File: src/rtl/regfile_dump_reader_pkg.sv
// Shared definitions for the register-file dump reader: default geometry,
// the zero-register address and the dump walker state encoding.
package regfile_pkg;

    localparam int DEF_WIDTH    = 64;
    localparam int DEF_NUM_REGS = 32;
    localparam int DEF_ADDR_W   = 5;

    localparam logic [DEF_ADDR_W-1:0] XZR_ADDR = 5'd31;

    typedef enum logic [1:0] {
        IDLE    = 2'd0,
        FETCH   = 2'd1,
        PRESENT = 2'd2,
        DONE    = 2'd3
    } dump_state_t;

endpackage

File: src/rtl/regfile_dump_reader_if.sv
// Register-file read port plus the {address, data} valid/ready output stream.
interface regfile_dump_reader_if #(
    parameter int WIDTH  = regfile_pkg::DEF_WIDTH,
    parameter int ADDR_W = regfile_pkg::DEF_ADDR_W
);
    logic [ADDR_W-1:0] rdAddr;
    logic [WIDTH-1:0]  rdData;
    logic [ADDR_W-1:0] outAddr;
    logic [WIDTH-1:0]  outData;
    logic              outValid;
    logic              outReady;

    modport master (
        output rdAddr,
        input  rdData,
        output outAddr,
        output outData,
        output outValid,
        input  outReady
    );

    modport slave (
        input  rdAddr,
        output rdData,
        input  outAddr,
        input  outData,
        input  outValid,
        output outReady
    );
endinterface

File: src/rtl/regfile_dump_reader_counter.sv
// Register index walker: clearable up-counter that flags the last register and
// refuses to advance past it, so the walk never depends on wrap-around.
module dump_addr_counter #(
    parameter int ADDR_W = 5,
    parameter int LAST   = 31
) (
    input  logic              clk,
    input  logic              rst_n,
    input  logic              clr,
    input  logic              inc,
    output logic [ADDR_W-1:0] cnt,
    output logic              last
);
    logic [ADDR_W-1:0] cnt_r;
    logic              last_s;

    assign last_s = (cnt_r == ADDR_W'(LAST));

    // Index register: clear has priority, increment saturates at LAST.
    always_ff @(posedge clk or negedge rst_n) begin
        if (!rst_n) begin
            cnt_r <= '0;
        end else if (clr) begin
            cnt_r <= '0;
        end else if (inc && !last_s) begin
            cnt_r <= cnt_r + ADDR_W'(1);
        end
    end

    assign cnt  = cnt_r;
    assign last = last_s;
endmodule

File: src/rtl/regfile_dump_reader_reg.sv
// Plain enable register used to capture the presented word.
module dump_en_reg #(
    parameter int W = 8
) (
    input  logic         clk,
    input  logic         rst_n,
    input  logic         en,
    input  logic [W-1:0] d,
    output logic [W-1:0] q
);
    logic [W-1:0] q_r;

    // Capture d whenever enabled, otherwise hold.
    always_ff @(posedge clk or negedge rst_n) begin
        if (!rst_n) begin
            q_r <= '0;
        end else if (en) begin
            q_r <= d;
        end
    end

    assign q = q_r;
endmodule

File: src/rtl/regfile_dump_reader.sv
// Walks every architectural register through the shared read port and streams
// {address, data} out on a valid/ready link; used for debug and end-of-test dumps.
module regfile_dump_reader
    import regfile_pkg::*;
#(
    parameter int WIDTH     = DEF_WIDTH,
    parameter int NUM_REGS  = DEF_NUM_REGS,
    parameter int ADDR_W    = DEF_ADDR_W,
    parameter int ZERO_LAST = 1
) (
    input  logic                  clk,
    input  logic                  reset,
    input  logic                  start,
    output logic                  busy,
    output logic                  done,
    regfile_dump_reader_if.master bus
);
    dump_state_t       state_r;
    dump_state_t       next_state_s;
    logic              clr_s;
    logic              inc_s;
    logic              last_s;
    logic              accept_s;
    logic              capture_s;
    logic [ADDR_W-1:0] idx_s;
    logic [WIDTH-1:0]  cap_data_s;
    logic              out_valid_r;
    logic              busy_r;
    logic              done_r;

    // The index register doubles as the registered read address.
    dump_addr_counter #(
        .ADDR_W(ADDR_W),
        .LAST  (NUM_REGS - 1)
    ) u_idx (
        .clk  (clk),
        .rst_n(reset),
        .clr  (clr_s),
        .inc  (inc_s),
        .cnt  (idx_s),
        .last (last_s)
    );

    assign bus.rdAddr = idx_s;
    assign accept_s   = out_valid_r && bus.outReady;
    assign capture_s  = (state_r == FETCH);

    // Select the word to capture; the last register reads as zero when XZR masking is on.
    always_comb begin
        cap_data_s = bus.rdData;
        if ((ZERO_LAST != 0) && last_s) begin
            cap_data_s = '0;
        end else begin
            cap_data_s = bus.rdData;
        end
    end

    dump_en_reg #(.W(ADDR_W)) u_out_addr (
        .clk  (clk),
        .rst_n(reset),
        .en   (capture_s),
        .d    (idx_s),
        .q    (bus.outAddr)
    );

    dump_en_reg #(.W(WIDTH)) u_out_data (
        .clk  (clk),
        .rst_n(reset),
        .en   (capture_s),
        .d    (cap_data_s),
        .q    (bus.outData)
    );

    // State register.
    always_ff @(posedge clk or negedge reset) begin
        if (!reset) begin
            state_r <= IDLE;
        end else begin
            state_r <= next_state_s;
        end
    end

    // Next-state and counter control.
    always_comb begin
        next_state_s = state_r;
        clr_s        = 1'b0;
        inc_s        = 1'b0;
        case (state_r)
            IDLE: begin
                if (start) begin
                    clr_s        = 1'b1;
                    next_state_s = FETCH;
                end else begin
                    next_state_s = IDLE;
                end
            end
            FETCH: begin
                next_state_s = PRESENT;
            end
            PRESENT: begin
                if (accept_s && last_s) begin
                    next_state_s = DONE;
                end else if (accept_s) begin
                    inc_s        = 1'b1;
                    next_state_s = FETCH;
                end else begin
                    next_state_s = PRESENT;
                end
            end
            DONE: begin
                next_state_s = IDLE;
            end
            default: begin
                next_state_s = IDLE;
            end
        endcase
    end

    // Status outputs are registered from the upcoming state so they align with it.
    always_ff @(posedge clk or negedge reset) begin
        if (!reset) begin
            out_valid_r <= 1'b0;
            busy_r      <= 1'b0;
            done_r      <= 1'b0;
        end else begin
            out_valid_r <= (next_state_s == PRESENT);
            busy_r      <= (next_state_s != IDLE);
            done_r      <= (next_state_s == DONE);
        end
    end

    assign bus.outValid = out_valid_r;
    assign busy         = busy_r;
    assign done         = done_r;
endmodule

File: src/flat_wrapper.sv
// flat-port wrapper written by rule: the top's interface ports become plain ports
module regfile_dump_reader_flat import regfile_pkg::*;
#(
    parameter int WIDTH     = DEF_WIDTH,
    parameter int NUM_REGS  = DEF_NUM_REGS,
    parameter int ADDR_W    = DEF_ADDR_W,
    parameter int ZERO_LAST = 1
)
  (clk, reset, start, busy, done, bus_rdAddr, bus_rdData, bus_outAddr, bus_outData, bus_outValid, bus_outReady);
  regfile_dump_reader_if #(.WIDTH(WIDTH), .ADDR_W(ADDR_W)) bus_i ();
  input  logic clk;
  input  logic reset;
  input  logic start;
  output logic busy;
  output logic done;
  output wire logic [$bits(bus_i.rdAddr)-1:0] bus_rdAddr;
  input wire logic [$bits(bus_i.rdData)-1:0] bus_rdData;
  output wire logic [$bits(bus_i.outAddr)-1:0] bus_outAddr;
  output wire logic [$bits(bus_i.outData)-1:0] bus_outData;
  output wire logic [$bits(bus_i.outValid)-1:0] bus_outValid;
  input wire logic [$bits(bus_i.outReady)-1:0] bus_outReady;
  assign bus_rdAddr = bus_i.rdAddr;
  assign bus_i.rdData = bus_rdData;
  assign bus_outAddr = bus_i.outAddr;
  assign bus_outData = bus_i.outData;
  assign bus_outValid = bus_i.outValid;
  assign bus_i.outReady = bus_outReady;
  regfile_dump_reader #(.WIDTH(WIDTH), .NUM_REGS(NUM_REGS), .ADDR_W(ADDR_W), .ZERO_LAST(ZERO_LAST)) u_core (.clk(clk), .reset(reset), .start(start), .busy(busy), .done(done), .bus(bus_i));
endmodule
File: config.mk
export PLATFORM = sky130hd
export DESIGN_NAME = regfile_dump_reader_flat
export DESIGN_NICKNAME = d
export VERILOG_FILES = /design/src/rtl/regfile_dump_reader_pkg.sv /design/src/rtl/regfile_dump_reader_if.sv /design/src/rtl/regfile_dump_reader_counter.sv /design/src/rtl/regfile_dump_reader_reg.sv /design/src/rtl/regfile_dump_reader.sv /design/src/flat_wrapper.sv
export SDC_FILE = /design/constraint.sdc
export NUM_CORES = 1
export LEC_CHECK = 0
export BUFFER_PORTS_ARGS = -buffer_cell sky130_fd_sc_hd__buf_2
export CORE_MARGIN = 4
export CORE_UTILIZATION = 40
export DETAILED_ROUTE_END_ITERATION = 16
export GPL_TIMING_DRIVEN = 0
export MAX_ROUTING_LAYER = met4
export PLACE_DENSITY_LB_ADDON = 0.3
export SKIP_CTS_REPAIR_TIMING = 1
export SYNTH_ARGS = -nofsm -noshare
export SYNTH_HDL_FRONTEND = slang
export SYNTH_SLANG_ARGS = --single-unit
File: constraint.sdc
create_clock -name clk -period 6.6 [get_ports clk]
set_input_delay 0.33 -clock clk [delete_from_list [all_inputs] [get_ports clk]]
set_output_delay 0.33 -clock clk [all_outputs]
set_load 0.005 [all_outputs]
# Word-level counts from Yosys, hierarchy flattened
# Index checks and enable logic that the tools add are counted.
dict set report totals {
  in_bits 68
  regBits 79
  elab_cells 33
}
dict set report op_classes {
  eq_ne 6
  reduce_logical 7
  addsub 1
  n_mux 12
}
# operator n
set op_table {}
lappend op_table {{64-bit 2-to-1 mux} 1}
lappend op_table {{5-bit 2-to-1 mux} 2}
lappend op_table {{2-bit equality test (second input constant)} 4}
lappend op_table {{2-bit case mux with 4 select lines} 1}
lappend op_table {{1-bit 2-to-1 mux} 6}
lappend op_table {{5-bit by 1-bit adder with 5-bit output (second input constant)} 1}
lappend op_table {{5-bit equality test (second input constant)} 1}
lappend op_table {{2-bit 2-to-1 mux} 2}
lappend op_table {{2-bit nonzero test} 2}
lappend op_table {{1-bit logical AND} 3}
lappend op_table {{2-bit by 1-bit equality test with 1-bit output (second input constant)} 1}
lappend op_table {{2-bit logical NOT} 1}
lappend op_table {{1-bit logical NOT} 1}

# Logic depth before layout (Yosys ltp)
dict set report logic_depth {
  depth_word 7
  ltp_mapped 7
  ltp_nobuf 6
}

# By module
# A second synthesis with hierarchy kept.
dict set report hier_totals {
  hier_cells 260
  hier_area_um2 3764.9
}
# module cells_per_inst area_per_inst_um2 n_inst
set modules_own_cells {}
lappend modules_own_cells {{dump_en_reg at u_core.u_out_data} 135 2678.8 1}
lappend modules_own_cells {regfile_dump_reader 92 655.6 1}
lappend modules_own_cells {dump_addr_counter 23 249.0 1}
lappend modules_own_cells {{dump_en_reg at u_core.u_out_addr} 10 181.4 1}

# Worst setup path after synthesis
# OpenSTA, ideal clock, no wires.
dict set report synth_path {
  kind {flip-flop to flip-flop}
  start {reg u_core.u_idx.cnt_r[0] (netlist: u_core.u_idx.cnt[0])}
  end {reg u_core.u_idx.cnt_r[3] (netlist: u_core.u_idx.cnt[3])}
  setup_ns 0.077
  path_slack_ns 4.499
  t_arrival_ns 2.024
  path_buffers 0
  path_stages_with_launch 7
  cell_sequence {dfrtp_1 > ha_1 > and3_1 > ha_1 > or3b_4 > or4_1 > a21oi_1}
}
dict set report synth_via {
  elab_chain_cells 6
  word_cells_on_any_way 10
  cone_classes {add/sub: 1; eq/ne: 1; mux: 4; reduce/logical: 4}
}
# item line_no
set synth_lines {}
lappend synth_lines {{from (decl)} regfile_dump_reader_counter.sv:14} ;# logic [ADDR_W-1:0] cnt_r;
lappend synth_lines {{from (signal assigned)} regfile_dump_reader_counter.sv:26} ;# cnt_r <= cnt_r + ADDR_W'(1);
lappend synth_lines {{branches (longest 6 deep; another with 5-bit by 1-bit adder with 5-bit output)} n/a}
# Parallel ways; which one is timed is not known. The select of a mux whose other input is x is not followed.
# A chain may end at the register's enable or synchronous reset.

# Worst setup path in the final report
# Same ends and word-level chain as after synthesis.

==> impl_metrics.ini <==
[worst_setup_path]
crit_top_cell = ha_1
slowest_stage = or4_1
criticalPathCategory = reg -> reg
cpLargestDelayFamily = simple AND/OR/NAND/NOR gates
cp-end-kind = flop
critical_path.max_stage_delay_ns = 0.48
crit_buf_inv = 0
path_cells = ha_1 -> and3_1 -> ha_1 -> or3b_4 -> or4_1 -> a21oi_1
cp_data_required_time_ns = 6.87
critPathLaunchType = flop
cp_data_arrival_time_ns = 2.53
crit_fanout = 6

[die]
dieArea_um2 = 9820
rows = 32
core_um2 = 7890
start_util = 0.421
die_h_um = 99.1
ios = 145
die_w_um = 99.1

[sta]
max_freq_mhz = 442
rsz0062_at_grt = false
tightestPinTransition_ns = 0.596
worst_slack_ns = 4.34
fin_crit_sh = 0.343
fin_tns_setup_ns = 0
drv_slew = 0
hold_viol = 0
fin_hold_ws_ns = 0.221
skew_ns = 0.0102
final-setup-viol-count = 0
post-route-min-period_ns = 2.26
relSlewSlack = 0.602

[yosys]
avgSynthCellArea_um2 = 9.94
synth_fp_nets = 405
ys_ff_latch = 79
ys_seq_area_frac = 0.596
ys_types = 25
synth-warning-count = 0
synthCells = 334
yosysTopAreaCell = dfrtp_1
yosysTopAreaCellShare = 0.596
syn-cell-area_um2 = 3320
synth.area.top_cells = dfrtp_1, nand2b_1, o21ai_1, nand2_1, clkbuf_1

[global_routing]
antenna_found_initial = 0
grt_pass1_wl_mm = 13.9
grtUsageTotal = 0.181
first_global_vias = 2847
gr-total-overflow = 0
grt_max_degree = 45

[clock_network]
path_clk_slew_ns = 0.09
clk_latency_ns = 0.35
clock-sinks = 79
tritoncts = built
numCtsBuffers = 9
cts_buffer_depth = 2
cts-root-buf = clkbuf_8
cts_htree_levels = 3

[placed_design]
dp_hpwl_mm = 6.23
gp_congestion = 0.810
dp_slack_ns = 4.38
portBuffers = 144

[detailed_routing]
top_layer = met4
vias = 2827
via_per_inst = 4.74
drtIter0Drc = 83
routed-wl-met2_mm = 3.92
drc = 0
drt_first_pass_iters = 4
met3_length_um = 695
ant_nets = 0
met1_length_mm = 3.47
routedWlPerCell_um = 13.8
routed_wl_mm = 8.27

[layout]
drive_above_1_share = 0.339
n_antenna_cell = 0
fillers = 745
nets = 562
syn2layout_area_growth_pct = 33.9

[power]
power.total_uw = 1890
cellLeakagePower_uw = 0.00239
vdd.ir_drop.worst_uv = 173
pwr_density_cell_nw_per_um2 = 425

[worst_hold_path]
hp-class = in -> reg

[run]
cap_viol_max_count = 0

[run_status]
outcome = completed
cells in the final DEF, fill, tap and decap left out, types with 5 or more instances in the layout:
master	instances
clkbuf_8	10
dfrtp_1	79
a21oi_1	5
o21ai_0	10
o21ai_1	58
clkbuf_1	15
nand2b_1	67
nand2_1	65
buf_2	150
power breakdown:
| group | internal (µW) | leakage (µW) | switching (µW) |
|---|---|---|---|
| combinational | 294 | 0.00128 | 357 |
| clock | 260 | 0.000119 | 173 |
| sequential | 697 | 0.000989 | 108 |
final cells by class:
type                    instances  area, µm²  share of cell area
repair buffers                146        753               0.169
well taps                     102        128              0.0287
inverters                       2       7.51             0.00169
clock inverters                 5        106              0.0239
flip-flops and latches         79       1980               0.445
multi-input cells             231       1240               0.280
plain buffers                  22       91.3              0.0206
clock buffers                  10        138              0.0310
worst register-to-register path, cell delays in order (launching register included):
cell and delay [ns]:
dfrtp_1 0.44, ha_1 0.25, and3_1 0.21, ha_1 0.21, or3b_4 0.44, or4_1 0.48, a21oi_1 0.15
sequential cells by signal, summed over array words and instances, names as in the netlist:
signal	cells
u_core.done	1
u_core.u_idx.cnt	5
u_core.busy	1
u_core.state_r	2
u_core.u_out_data.q	64
u_core.u_out_addr.q	5
u_core.bus.outValid	1
per-stage QoR:
step | util | cell area (µm²) | instances
after global routing | 0.563 | 4440 | 597
after CTS | 0.562 | 4430 | 596
after global placement | 0.528 | 4170 | 580
final | 0.563 | 4440 | 597
after detailed placement | 0.531 | 4190 | 581
after floorplan | - | 3320 | 334
metal layers:
layer / up-vias / GRT usage
met1: 1306 / 0.228
met4: 0 / 0.0735
met5: - / -
met2: 104 / 0.285
li1: 1401 / -
met3: 16 / 0.0393
final timing paths:
kind	depth (start not counted)	endpoint	slack [ns]	start
min in group asynchronous	2	u_core.busy	0.48	reset
max	6	u_core.u_idx.cnt[3]	4.34	u_core.u_idx.cnt[0]
max in group asynchronous	3	u_core.u_out_data.q[7]	5.52	reset
max reg2reg	6	u_core.u_idx.cnt[3]	4.34	u_core.u_idx.cnt[0]
min reg2reg	2	u_core.u_out_data.q[41]	0.48	u_core.u_out_data.q[41]
min	3	u_core.u_out_data.q[24]	0.22	bus_rdData[24]
Yosys cell counts:
| cell type | n |
|---|---|
| a21oi_1 | 5 |
| or3b_4 | 1 |
| a311oi_1 | 1 |
| clkbuf_1 | 15 |
| ha_1 | 3 |
| nand2b_1 | 67 |
| dfrtp_1 | 79 |
| and3b_1 | 1 |
| o21ai_0 | 10 |
| or3_1 | 1 |
| o21ai_1 | 58 |
| buf_2 | 7 |
| a21boi_1 | 1 |
| or4_1 | 1 |
| and3_1 | 1 |
| nor3b_1 | 2 |
| mux2_1 | 4 |
| o31ai_1 | 1 |
| nand3b_1 | 1 |
| nand2_1 | 65 |
| nor2b_1 | 2 |
| a41o_1 | 1 |
| inv_1 | 2 |
| nor2_1 | 1 |
| nand3_1 | 4 |
cells by family (layout without fill, tap and decap cells):
| group | count (synthesis) | count (layout) | synth area share |
|---|---|---|---|
| AO/OA/AOI/OAI | 77 | 77 | 0.120 |
| adder cells (fa/ha/maj) | 3 | 3 | 0.0113 |
| buffers and inverters | 24 | 185 | 0.0298 |
| flip-flops | 79 | 79 | 0.596 |
| multiplexers | 4 | 4 | 0.0136 |
| AND/OR/NAND/NOR | 147 | 147 | 0.230 |
No activity file was read; power rests on OpenSTA's default activity.
